$ cat src/rtl/chip8_pkg.sv
// Shared CHIP-8 core definitions: sequencer state encoding, reset/stack
// addresses and the 6-bit decoded opcode identifiers used by execute.
package chip8_pkg;

    localparam int unsigned SEQ_ADDR_W  = 12;
    localparam int unsigned SEQ_TIMEOUT = 255;

    // Word address of byte 0x200, where CHIP-8 programs are loaded.
    localparam logic [15:0] PC_RESET     = 16'h0100;
    localparam logic [15:0] STACK_OFFSET = 16'h0EA0;

    typedef enum logic [2:0] {
        ST_IDLE    = 3'd0,
        ST_FETCH   = 3'd1,
        ST_MEM     = 3'd2,
        ST_DECODE  = 3'd3,
        ST_EXEC    = 3'd4,
        ST_WAIT_EX = 3'd5,
        ST_UPDATE  = 3'd6,
        ST_FAULT   = 3'd7
    } seq_state_e;

    localparam logic [5:0] OP_NOP     = 6'd0;
    localparam logic [5:0] OP_CLS     = 6'd1;
    localparam logic [5:0] OP_RET     = 6'd2;
    localparam logic [5:0] OP_JP      = 6'd3;
    localparam logic [5:0] OP_CALL    = 6'd4;
    localparam logic [5:0] OP_SE_VX_B = 6'd5;
    localparam logic [5:0] OP_SNE_VXB = 6'd6;
    localparam logic [5:0] OP_LD_VX_B = 6'd7;
    localparam logic [5:0] OP_ADD_VXB = 6'd8;
    localparam logic [5:0] OP_LD_I    = 6'd9;
    localparam logic [5:0] OP_DRW     = 6'd10;
    localparam logic [5:0] OP_LD_B    = 6'd11;
    localparam logic [5:0] OP_LD_IVX  = 6'd12;
    localparam logic [5:0] OP_LD_VXI  = 6'd13;
    localparam logic [5:0] OP_LD_VX_K = 6'd14;

endpackage

$ cat src/rtl/seq_watchdog.sv
// Execute-stage watchdog: 8-bit up-counter with synchronous clear and
// count enable; expired_c flags when the count equals TIMEOUT.
// Ports: clk, rst (async high), clr, en, expired_c.
module seq_watchdog #(
    parameter int unsigned TIMEOUT = 255
) (
    input  logic clk,
    input  logic rst,
    input  logic clr,
    input  logic en,
    output logic expired_c
);

    localparam int unsigned CNT_W = 8;

    logic [CNT_W-1:0] count;

    always_ff @(posedge clk or posedge rst) begin
        if (rst) begin
            count <= '0;
        end else if (clr) begin
            count <= '0;
        end else if (en) begin
            count <= count + CNT_W'(1);
        end
    end

    assign expired_c = (count == CNT_W'(TIMEOUT));

endmodule

$ cat src/rtl/cpu_sequencer.sv
// CHIP-8 instruction sequencer: owns the PC and walks each instruction
// through FETCH -> MEM -> DECODE -> EXEC [-> WAIT_EX] -> UPDATE.
// Ports: clk, rst (async high); run/step control; imem_en/imem_addr/imem_data
// BRAM port; instr/dec_valid to the decoder; ex_start/ex_multi/ex_done/
// ex_pc_en/ex_pc_wr with execute; pc, busy, fault, retired status.
module cpu_sequencer #(
    parameter int unsigned ADDR_W   = chip8_pkg::SEQ_ADDR_W,
    parameter logic [15:0] PC_RESET = chip8_pkg::PC_RESET,
    parameter int unsigned TIMEOUT  = chip8_pkg::SEQ_TIMEOUT
) (
    input  logic              clk,
    input  logic              rst,
    input  logic              run,
    input  logic              step,
    output logic              imem_en,
    output logic [ADDR_W-1:0] imem_addr,
    input  logic [15:0]       imem_data,
    output logic [15:0]       instr,
    output logic              dec_valid,
    output logic              ex_start,
    input  logic              ex_multi,
    input  logic              ex_done,
    input  logic              ex_pc_en,
    input  logic [15:0]       ex_pc_wr,
    output logic [15:0]       pc,
    output logic              busy,
    output logic              fault,
    output logic [15:0]       retired
);

    import chip8_pkg::*;

    seq_state_e        state, state_n;
    logic              wd_clr_c, wd_en_c, wd_expired_c;
    logic              pc_pend;
    logic [15:0]       pc_hold;
    logic [ADDR_W-1:0] pc_inc_c;

    seq_watchdog #(.TIMEOUT(TIMEOUT)) u_watchdog (
        .clk       (clk),
        .rst       (rst),
        .clr       (wd_clr_c),
        .en        (wd_en_c),
        .expired_c (wd_expired_c)
    );

    // State register
    always_ff @(posedge clk or posedge rst) begin
        if (rst) state <= ST_IDLE;
        else     state <= state_n;
    end

    // Next-state and watchdog control
    always_comb begin
        state_n  = state;
        wd_clr_c = 1'b0;
        wd_en_c  = 1'b0;
        case (state)
            ST_IDLE:   if (run || step) state_n = ST_FETCH;
            ST_FETCH:  state_n = ST_MEM;
            ST_MEM:    state_n = ST_DECODE;
            ST_DECODE: state_n = ST_EXEC;
            ST_EXEC: begin
                if (ex_multi) begin
                    state_n  = ST_WAIT_EX;
                    wd_clr_c = 1'b1;
                end else begin
                    state_n  = ST_UPDATE;
                end
            end
            ST_WAIT_EX: begin
                wd_en_c = 1'b1;
                // A completing ex_done wins over a simultaneous timeout.
                if (ex_done)           state_n = ST_UPDATE;
                else if (wd_expired_c) state_n = ST_FAULT;
            end
            ST_UPDATE: state_n = run ? ST_FETCH : ST_IDLE;
            ST_FAULT:  state_n = ST_FAULT;
            default:   state_n = ST_IDLE;
        endcase
    end

    // Strobes and status registered from the upcoming state so they
    // line up with the cycle spent in that state.
    always_ff @(posedge clk or posedge rst) begin
        if (rst) begin
            imem_en   <= 1'b0;
            dec_valid <= 1'b0;
            ex_start  <= 1'b0;
            busy      <= 1'b0;
            fault     <= 1'b0;
        end else begin
            imem_en   <= (state_n == ST_FETCH);
            dec_valid <= (state_n == ST_DECODE);
            ex_start  <= (state_n == ST_EXEC);
            busy      <= (state_n != ST_IDLE) && (state_n != ST_FAULT);
            fault     <= (state_n == ST_FAULT);
        end
    end

    assign pc_inc_c  = pc[ADDR_W-1:0] + ADDR_W'(1);
    assign imem_addr = pc[ADDR_W-1:0];

    // Opcode latch, PC capture/update and retire counter
    always_ff @(posedge clk or posedge rst) begin
        if (rst) begin
            pc      <= PC_RESET;
            instr   <= '0;
            pc_pend <= 1'b0;
            pc_hold <= '0;
            retired <= '0;
        end else begin
            if (state == ST_MEM) instr <= imem_data;

            if ((state == ST_EXEC || state == ST_WAIT_EX) && ex_pc_en) begin
                pc_pend <= 1'b1;
                pc_hold <= ex_pc_wr;
            end

            if (state == ST_UPDATE) begin
                pc      <= pc_pend ? pc_hold : 16'(pc_inc_c);
                pc_pend <= 1'b0;
                retired <= retired + 16'd1;
            end
        end
    end

endmodule

$ cat config.mk
export PLATFORM = sky130hd
export DESIGN_NAME = cpu_sequencer
export DESIGN_NICKNAME = d
export VERILOG_FILES = /design/src/rtl/chip8_pkg.sv /design/src/rtl/seq_watchdog.sv /design/src/rtl/cpu_sequencer.sv
export SDC_FILE = /design/constraint.sdc
export NUM_CORES = 1
export LEC_CHECK = 0
export CAP_MARGIN = 20
export CORE_ASPECT_RATIO = 1.5
export CORE_MARGIN = 2
export CORE_UTILIZATION = 48
export CTS_BUF_LIST = sky130_fd_sc_hd__clkbuf_16
export CTS_CLUSTER_DIAMETER = 120
export DETAILED_ROUTE_END_ITERATION = 10
export PLACE_DENSITY = 0.92
export SLEW_MARGIN = 10
export SYNTH_ARGS = -nofsm -noshare
export SYNTH_HDL_FRONTEND = slang
export SYNTH_SLANG_ARGS = --single-unit
$ cat constraint.sdc
create_clock -name clk -period 2.8 [get_ports clk]
set_input_delay 0.56 -clock clk [delete_from_list [all_inputs] [get_ports clk]]
set_output_delay 0.56 -clock clk [all_outputs]
set_load 0.1 [all_outputs]
==> results of run 1 <==
## sequential cells by signal (all words and copies together) (netlist names)
register and cells:
retired 16, pc 16, busy 1, u_watchdog.count 8, ex_start 1, dec_valid 1, instr 16, pc_pend 1
pc_hold 16, fault 1, imem_en 1, state 3
## worst max-delay path, delay by kind of cell, from the launching register on
kind | cells | cell delay [ns]
DFF | 1 | 0.52
and+or+nand+nor | 2 | 0.87
muxes | 1 | 0.42
## kinds of logic (layout without fill, tap and decap cells)
| kind of cell | count (synthesis) | after routing | synth area share, % |
|---|---|---|---|
| and+or+nand+nor | 112 | 112 | 15.8 |
| DFF | 81 | 81 | 54.9 |
| AOI/OAI and AO/OA | 47 | 47 | 8.02 |
| muxes | 38 | 38 | 11.4 |
| buffers and inverters | 29 | 128 | 4.87 |
| xor gates and xnor gates | 17 | 17 | 4.03 |
| adders and majority gates | 3 | 3 | 1.02 |
## per-layer routing
metal / GRT usage (%) / up-vias / wire (um)
li1: - / 1347 / -
met5: 0 / - / 0
met4: 8.54 / 0 / 180
met2: 35.9 / 88 / 4540
met1: 26.4 / 1416 / 3320
met3: 5.52 / 14 / 361
## cell usage in the layout, fill, tap and decap left out, drive strengths merged, types with 10 or more instances in the layout
cell type       n
a21oi          10
buf            70
clkdlybuf4s50  38
dfrtp          80
mux2           33
nand2          36
nand3          16
nor2           15
nor3           10
o21ai          15
xnor2          13
## path summary, 6_finish.rpt
path / from / end
max: state[2]$_DFF_PP0_ / instr[11]$_DFFE_PP0P_
min: pc[12]$_DFFE_PP0N_ / pc[12]$_DFFE_PP0N_
max reg2reg: state[2]$_DFF_PP0_ / instr[11]$_DFFE_PP0P_
min reg2reg: pc[12]$_DFFE_PP0N_ / pc[12]$_DFFE_PP0N_
max in group asynchronous: rst / pc_hold[5]$_DFFE_PP0P_
min in group asynchronous: rst / instr[4]$_DFFE_PP0P_
## synthesized netlist by cell type (2+ instances only)
cell type | n | area share (%)
dfrtp_1 | 80 | 54
nand2_1 | 35 | 3.6
mux2_2 | 33 | 10
nand3_1 | 16 | 2.2
o21ai_0 | 15 | 2.0
buf_4 | 14 | 2.8
nor2_1 | 14 | 1.4
xnor2_1 | 13 | 3.1
a21oi_1 | 10 | 1.4
nor3_1 | 10 | 1.4
nand4_1 | 8 | 1.4
and3_1 | 5 | 0.85
clkbuf_1 | 5 | 0.51
inv_1 | 5 | 0.51
mux2i_1 | 5 | 1.4
o22ai_1 | 5 | 0.85
a22oi_1 | 4 | 0.81
nand2b_1 | 4 | 0.68
xor2_1 | 4 | 0.95
buf_2 | 3 | 0.41
ha_1 | 3 | 1.0
nor4_1 | 3 | 0.51
or4_1 | 3 | 0.61
a311oi_1 | 2 | 0.47
a31oi_1 | 2 | 0.34
and4_1 | 2 | 0.47
buf_6 | 2 | 0.61
nand3b_1 | 2 | 0.41
o311ai_0 | 2 | 0.47
## through the flow
step                      std cells  area, um2
after floorplan                 327       3700
after global placement          513       4570
after detailed placement        513       4570
after CTS                       528       4870
after global routing            528       4870
final                           528       4870
## area by class of cell
class | instances | area (um2)
clock buffers | 9 | 225
clock inverters | 6 | 76.3
fillers | 564 | 2690
inverters | 5 | 20.0
multi-input cells | 217 | 1490
flip-flops and latches | 81 | 2030
well taps | 102 | 128
repair buffers | 108 | 906
==> impl_metrics.env, run 1 <==
export IMPL_antenna_found_initial=0
export IMPL_max_freq_mhz=516
export IMPL_utilization_pct=64.4
export IMPL_drive_gt1_share_pct=28.6
export IMPL_grt_max_degree=45
export IMPL_slew_headroom_pct=45.4
export IMPL_crit_type="reg2reg"
export IMPL_end_kind="flop"
export IMPL_path_max_fanout=17
export IMPL_hold_class="reg2reg"
export IMPL_clock_sinks=81
export IMPL_antenna_cells=0
export IMPL_cts_buffer_depth=2
export IMPL_finalWirelength_um=8400
export IMPL_fin_ws_ns=0.861
export IMPL_nets=464
export IMPL_status="finished clean"
export IMPL_netlist_area_mm2=0.00370
export IMPL_cts_tree="built"
export IMPL_cp_slowest_stage_delay_ns=0.64
export IMPL_core_area_mm2=0.00756
export IMPL_synth_area_per_cell_um2=11.3
export IMPL_cts_setup_buffers=0
export IMPL_yosys_warnings=0
export IMPL_cts_hold_buf=0
export IMPL_pre_cts_slack_ns=0.890
export IMPL_rsz0062_at_grt="false"
export IMPL_setup_tns_final_ns=0
export IMPL_io_pins=104
export IMPL_postSynthCellCount=327
export IMPL_ant_nets=0
export IMPL_ys_types=47
export IMPL_cts_resized=0
export IMPL_path_clk_slew_ns=0.06
export IMPL_drtIter0Drc=174
export IMPL_die_area_mm2=0.00843
export IMPL_holdPathStages=2
export IMPL_remaining_drc_errors=0
export IMPL_core_rowCount=39
export IMPL_start_util_pct=48.9
export IMPL_clk_latency_ns=0.33
export IMPL_ys_ff_latch=81
export IMPL_required_ns=3.01
export IMPL_grt_first_pass_wirelength_um=14000
export IMPL_worstPathCellList="nand2b_4 > nor2_2 > mux2_2"
export IMPL_cts_max_level=3
export IMPL_tightest_slew_ns=0.817
export IMPL_cts_root_buf="clkbuf_16"
export IMPL_period_needed_ns=1.94
export IMPL_r2r_setup_slack_ns=0.86
export IMPL_grt_overflow_total=0
export IMPL_hold_violations=0
export IMPL_grt_pass1_vias=2916
export IMPL_fin_crit_sh_pct=69.3
export IMPL_wire_per_inst_um=15.9
export IMPL_synth_ff_type="dfrtp_1"
export IMPL_numPortBuffers=103
export IMPL_max_cap_violations=0
export IMPL_whs_ns=0.479
export IMPL_first_pass_iters=4
export IMPL_maxSlewViolCount=0
export IMPL_die_w_um=75.6
export IMPL_synth_edf_count=0
export IMPL_gp_congestion=0.867
export IMPL_grtUsageTotal_pct=21.7
export IMPL_reg2reg_depth=3
export IMPL_viasPerCell=5.43
export IMPL_postSynth_asyncResetShare_pct=100
export IMPL_worst_path_max_delay_cell="nor2_2"
export IMPL_start_kind="flop"
export IMPL_vias=2865
export IMPL_critical_path_arrival_ns=2.15
export IMPL_synth_nets=369
export IMPL_syn2layout_area_growth_pct=31.8
export IMPL_fin_skew_ns=0.00507
export IMPL_cts_buffers=9
export IMPL_fp_dieH_um=111
export IMPL_dp_hpwl_um=6100
export IMPL_setup_viol=0
export IMPL_yosysSeqAreaShare_pct=54.9
Power of run 1 is left out: the tool's default activity adds up to more than one toggle a clock period on the data nets, which glitch-free logic cannot reach.
==> inputs of run 2 (changes only) <==
--- a/config.mk
+++ b/config.mk
@@ -8,11 +8,11 @@
 export CAP_MARGIN = 20
 export CORE_ASPECT_RATIO = 1.5
 export CORE_MARGIN = 2
-export CORE_UTILIZATION = 48
+export CORE_UTILIZATION = 43
 export CTS_BUF_LIST = sky130_fd_sc_hd__clkbuf_16
 export CTS_CLUSTER_DIAMETER = 120
 export DETAILED_ROUTE_END_ITERATION = 10
-export PLACE_DENSITY = 0.92
+export PLACE_DENSITY = 0.88
 export SLEW_MARGIN = 10
 export SYNTH_ARGS = -nofsm -noshare
 export SYNTH_HDL_FRONTEND = slang
==> constraint.sdc (replaced) <==
create_clock -name clk -period 1.7 [get_ports clk]
set_input_delay 0.34 -clock clk [delete_from_list [all_inputs] [get_ports clk]]
set_output_delay 0.34 -clock clk [all_outputs]
set_load 0.1 [all_outputs]
==> impl_metrics.env, run 2 (same netlist as run 1, synthesis figures left out) <==
export IMPL_maxSlewViolCount=0
export IMPL_end_kind="flop"
export IMPL_wire_per_inst_um=18.2
export IMPL_clock_sinks=81
export IMPL_p_comb_share_pct=58.7
export IMPL_syn2layout_area_growth_pct=60.6
export IMPL_cts_buffer_depth=2
export IMPL_max_cap_violations=0
export IMPL_drive_gt1_share_pct=37.9
export IMPL_fin_crit_sh_pct=97.3
export IMPL_antenna_found_initial=0
export IMPL_final_area_mm2=0.00594
export IMPL_r2r_start="pc[1]$_DFFE_PP0N_"
export IMPL_stdcell_count=550
export IMPL_grt_overflow_total=0
export IMPL_cts_buffers=9
export IMPL_grt_max_degree=38
export IMPL_reg2reg_depth=5
export IMPL_gp_congestion=0.893
export IMPL_dpl_cell_area_mm2=0.00559
export IMPL_fp_dieH_um=118
export IMPL_hold_class="in2async"
export IMPL_nets=480
export IMPL_grt_pass1_vias=3149
export IMPL_cts_max_level=3
export IMPL_period_needed_ns=1.65
export IMPL_cts_root_buf="clkbuf_16"
export IMPL_peakVddDrop_mv=1.28
export IMPL_crit_start="pc[1]$_DFFE_PP0N_"
export IMPL_tightest_slew_ns=0.484
export IMPL_start_util_pct=44.2
export IMPL_power_frac_clock_pct=15.0
export IMPL_r2r_end="pc[6]$_DFFE_PP0N_"
export IMPL_path_clk_slew_ns=0.06
export IMPL_max_freq_mhz=605
export IMPL_worst_path_max_delay_cell="or4_1"
export IMPL_placedCellCount=531
export IMPL_die_area_mm2=0.00937
export IMPL_core_area_mm2=0.00836
export IMPL_die_w_um=79.7
export IMPL_io_pins=104
export IMPL_antenna_cells=0
export IMPL_power_density_mw_per_mm2=2250
export IMPL_finalWirelength_um=10000
export IMPL_clk_latency_ns=0.33
export IMPL_final_common_cell="buf_12"
export IMPL_slew_headroom_pct=67.4
export IMPL_start_kind="flop"
export IMPL_p_seq_share_pct=26.3
export IMPL_r2r_setup_slack_ns=0.05
export IMPL_required_ns=1.97
export IMPL_p_leak_nw=2.55
export IMPL_fin_skew_ns=0.00491
export IMPL_cts_tree="built"
export IMPL_setup_viol=0
export IMPL_hold_violations=0
export IMPL_switching_share_pct=48.0
export IMPL_core_rowCount=41
export IMPL_grtUsageTotal_pct=22.4
export IMPL_remaining_drc_errors=0
export IMPL_ant_nets=0
export IMPL_path_max_fanout=6
export IMPL_vias=3032
export IMPL_status="finished clean"
export IMPL_grt_first_pass_wirelength_um=16200
export IMPL_crit_type="reg2reg"
export IMPL_switching_power_mw=6.41
export IMPL_critical_path_arrival_ns=1.92
export IMPL_first_pass_iters=4
export IMPL_viasPerCell=5.51
export IMPL_drtIter0Drc=226
export IMPL_fill_cells=514
export IMPL_layout_common_cells="68 x buf_12, 57 x dfrtp_1, 38 x clkdlybuf4s50_1, 35 x nand2_1, 33 x mux2_2"
export IMPL_intPower_mw=6.93
export IMPL_worstPathCellList="ha_4 > nand2_1 > or4_1 > a21oi_2 > a221o_2"
export IMPL_numPortBuffers=103
export IMPL_dp_hpwl_um=7220
export IMPL_cp_slowest_stage_delay_ns=0.52
run 2: cell types whose count changed in the layout (fill, tap and decap cells not counted), sizes merged:
cell and change:
buf +16, inv -1, clkinvlp +2
run 2: cell type report:
cell class	count	area, um2	area share [%]
Timing Repair Buffer	124	1880	31.6
Tap cell	107	134	2.26
Multi-Input combinational cell	217	1520	25.5
Inverter	5	22.5	0.379
Clock inverter	7	86.3	1.45
Clock buffer	9	225	3.79
Sequential cell	81	2080	35.0
run 2: power groups by stage:
stage                     Clock [mW]  Sequential, mW  Combinational (mW)
after floorplan                    0            6.02                2.36
after global placement             0            3.45                7.61
after detailed placement           0            3.52                7.74
after CTS                       2.04            3.50                7.80
after global routing            2.11            3.61                8.15
final                           2.00            3.51                7.83
run 2: layer usage:
metal  track usage (%)  up-vias  part of all wire [%]
met1              25.7     1486                    36
met4              10.0        0                   2.8
met5                 0        -                     0
met2              40.0      140                    56
met3              3.37       24                   5.4
li1                  -     1382                     -
run 2: worst max-delay path by stage:
| stage | endpoint | slack (ns) | cells past startpoint |
|---|---|---|---|
| floorplan | pc[9]$_DFFE_PP0N_ | -0.04 | 4 |
| global placement | pc[11]$_DFFE_PP0N_ | 0.16 | 4 |
| detailed placement | pc[11]$_DFFE_PP0N_ | 0.08 | 4 |
| CTS | pc[11]$_DFFE_PP0N_ | 0.05 | 4 |
| global route | pc[6]$_DFFE_PP0N_ | -0.01 | 5 |
| finish | pc[6]$_DFFE_PP0N_ | 0.05 | 5 |
run 2: critical path: cells and delay by family, from the launching register on:
kind	cells	cell delay, ns
and+or+nand+nor	2	0.61
adders and majority gates	1	0.18
DFF	1	0.49
AOI/OAI and AO/OA	2	0.31
run 2: repair_timing:
action / 4_1_cts / 5_1_grt
resized for setup: 0 / 3
hold buffers: 0 / 0
buffers inserted: 0 / 3
endpoints found under the setup margin: 0 / 3
run 2: stage by stage:
| stage | setup TNS [ns] | power, mW | setup WS, ns | hold slack, ns | utilization [%] |
|---|---|---|---|---|---|
| global placement | 0 | 11.1 | 0.157 | 0.483 | 66.8 |
| CTS | 0 | 13.3 | 0.0457 | 0.325 | 70.5 |
| finish | 0 | 13.3 | 0.0458 | 0.325 | 71.0 |
| floorplan | -0.0451 | 8.38 | -0.0402 | 0.457 | - |
| global route | -0.0132 | 13.9 | -0.0132 | 0.356 | 71.0 |
| detailed placement | 0 | 11.3 | 0.0772 | 0.499 | 66.8 |
No activity file was read; power rests on OpenSTA's default activity.
==> inputs of run 3 (changes only) <==
--- a/config.mk
+++ b/config.mk
@@ -5,14 +5,15 @@
 export SDC_FILE = /design/constraint.sdc
 export NUM_CORES = 1
 export LEC_CHECK = 0
+export ABC_AREA = 1
 export CAP_MARGIN = 20
 export CORE_ASPECT_RATIO = 1.5
 export CORE_MARGIN = 2
-export CORE_UTILIZATION = 43
+export CORE_UTILIZATION = 44
 export CTS_BUF_LIST = sky130_fd_sc_hd__clkbuf_16
 export CTS_CLUSTER_DIAMETER = 120
 export DETAILED_ROUTE_END_ITERATION = 10
-export PLACE_DENSITY = 0.88
+export PLACE_DENSITY = 0.89
 export SLEW_MARGIN = 10
 export SYNTH_ARGS = -nofsm -noshare
 export SYNTH_HDL_FRONTEND = slang
==> impl_metrics.env, run 3 <==
export IMPL_drive_gt1_share_pct=20.1
export IMPL_synth_top_family_by_area="simple AND/OR/NAND/NOR gates"
export IMPL_cts_root_buf="clkbuf_16"
export IMPL_finalWirelength_um=10200
export IMPL_placedCellCount=683
export IMPL_fill_cells=613
export IMPL_cts_tree="built"
export IMPL_remaining_drc_errors=0
export IMPL_end_kind="flop"
export IMPL_die_area_mm2=0.00955
export IMPL_period_needed_ns=1.60
export IMPL_synth_mux_area_share_pct=0
export IMPL_maxSlewViolCount=0
export IMPL_grtUsageTotal_pct=22.8
export IMPL_layout_common_cells="188 x nand2_1, 67 x buf_12, 58 x dfrtp_1, 48 x inv_1"
export IMPL_drtIter0Drc=195
export IMPL_nets=629
export IMPL_fp_dieH_um=119
export IMPL_max_cap_violations=0
export IMPL_postSynthCellCount=489
export IMPL_synth_edf_count=0
export IMPL_die_w_um=80.5
export IMPL_syn2layout_area_growth_pct=53.5
export IMPL_postSynth_asyncResetShare_pct=100
export IMPL_dpl_cell_area_mm2=0.00566
export IMPL_fin_skew_ns=0.00487
export IMPL_yosysMostFrequentCell="nand2_1"
export IMPL_yosys_warnings=0
export IMPL_start_kind="flop"
export IMPL_hold_violations=0
export IMPL_netlist_area_mm2=0.00386
export IMPL_cts_max_level=3
export IMPL_hold_class="in2async"
export IMPL_ant_nets=0
export IMPL_core_rowCount=41
export IMPL_io_pins=104
export IMPL_final_area_mm2=0.00592
export IMPL_path_clk_slew_ns=0.06
export IMPL_slew_headroom_pct=71.6
export IMPL_grt_first_pass_wirelength_um=17000
export IMPL_synth_ff_type="dfrtp_1"
export IMPL_cts_buffers=9
export IMPL_synth_simple_gate_area_share_pct=27.9
export IMPL_yosysTopAreaCell="dfrtp_1"
export IMPL_viasPerCell=5.18
export IMPL_rsz0062_at_grt="false"
export IMPL_ys_top_cells_by_count="188 x nand2_1, 80 x dfrtp_1, 47 x inv_1, 39 x nor2_1, 31 x o21ai_0"
export IMPL_grt_max_degree=82
export IMPL_required_ns=1.93
export IMPL_vias=3619
export IMPL_path_max_fanout=6
export IMPL_final_common_cell="nand2_1"
export IMPL_yosys_area_top_type_share_pct=51.9
export IMPL_max_freq_mhz=626
export IMPL_start_util_pct=45.6
export IMPL_grt_overflow_total=0
export IMPL_yosys_area_share_adder_pct=0.973
export IMPL_ys_types=26
export IMPL_grt_pass1_vias=3712
export IMPL_synth_xor_area_share_pct=2.72
export IMPL_fin_crit_sh_pct=94.0
export IMPL_dp_hpwl_um=7490
export IMPL_clock_sinks=81
export IMPL_gp_congestion=0.898
export IMPL_cts_buffer_depth=2
export IMPL_r2r_setup_slack_ns=0.10
export IMPL_tightest_slew_ns=0.426
export IMPL_antenna_cells=0
export IMPL_reg2reg_depth=8
export IMPL_crit_type="reg2reg"
export IMPL_synth_nets=531
export IMPL_numPortBuffers=103
export IMPL_synth_top_cells_by_area="dfrtp_1 52%, nand2_1 18%, inv_1 4.6%"
export IMPL_setup_tns_final_ns=0
export IMPL_synth_area_per_cell_um2=7.89
export IMPL_antenna_found_initial=0
export IMPL_ys_ff_latch=81
export IMPL_synth_compound_area_share_pct=7.04
export IMPL_stdcell_count=699
export IMPL_core_area_mm2=0.00846
export IMPL_critical_path_arrival_ns=1.82
export IMPL_first_pass_iters=4
export IMPL_clk_latency_ns=0.33
export IMPL_setup_viol=0
export IMPL_status="finished clean"
export IMPL_yosysSeqAreaShare_pct=52.6
export IMPL_wire_per_inst_um=14.5
## run 3: changes by cell type after synthesis, sizes merged, moves of 10 or more
cell,previous run,this run
mux2,33,0
inv,5,51
nor2,15,40
o21ai,15,31
nand2,36,188
xnor2,13,3
## run 3: what timing repair did
action / in CTS / in global routing
setup endpoints to repair: 0 / 6
hold buffers: 0 / 0
resized for setup: 0 / 2
buffers inserted: 0 / 0
## run 3: logic make-up after synthesis
family / after synthesis
and+or+nand+nor: 265
xor gates and xnor gates: 12
buffers and inverters: 76
DFF: 81
adders and majority gates: 3
AOI/OAI and AO/OA: 52
## run 3: path summary, 6_finish.rpt
kind                                              from                      to
worst max-delay path                 pc[0]$_DFFE_PP0N_       pc[6]$_DFFE_PP0N_
worst min-delay path                               rst      pc[13]$_DFFE_PP0N_
worst max register to register       pc[0]$_DFFE_PP0N_       pc[6]$_DFFE_PP0N_
worst min register to register  pc_hold[2]$_DFFE_PP0P_  pc_hold[2]$_DFFE_PP0P_
max in group asynchronous                          rst       pc[8]$_DFFE_PP1N_
min in group clk                pc_hold[2]$_DFFE_PP0P_  pc_hold[2]$_DFFE_PP0P_
## run 3: final cells by class
cell class,instances,area (um2),area share (%)
clock inverter,7,30.0,0.507
inverter,51,195,3.30
tap,107,134,2.26
multi-input combinational,332,1500,25.3
sequential,81,2060,34.8
clock buffer,9,225,3.80
timing repair buffer,112,1770,30.0
## run 3: stage by stage
step | hold WS [ns] | setup slack (ns) | utilization [%]
2_1_floorplan | 0.444 | 0.00434 | -
3_3_place_gp | 0.459 | 0.109 | 66.8
3_5_place_dp | 0.466 | 0.0732 | 66.8
4_1_cts | 0.481 | 0.0599 | 69.8
5_1_grt | 0.521 | 0.00331 | 70.0
6_report | 0.472 | 0.102 | 70.0
## run 3: routing by layer
layer	up-vias	GRT usage, %	part of all wire, %
met3	23	4.58	5.4
met2	122	40.5	57
met4	0	12.0	3.1
met1	1764	24.7	35
met5	-	0	0
li1	1710	-	-
## run 3: worst max-delay path, cell delays in order (launching register included)
cell,delay (ns)
dfrtp_4,0.48
ha_1,0.23
nand3_1,0.13
nor2_2,0.22
nand2_1,0.10
xor2_1,0.14
nand2_1,0.06
nand2_1,0.08
nand2_1,0.05
Power of run 3 is left out for the same reason.
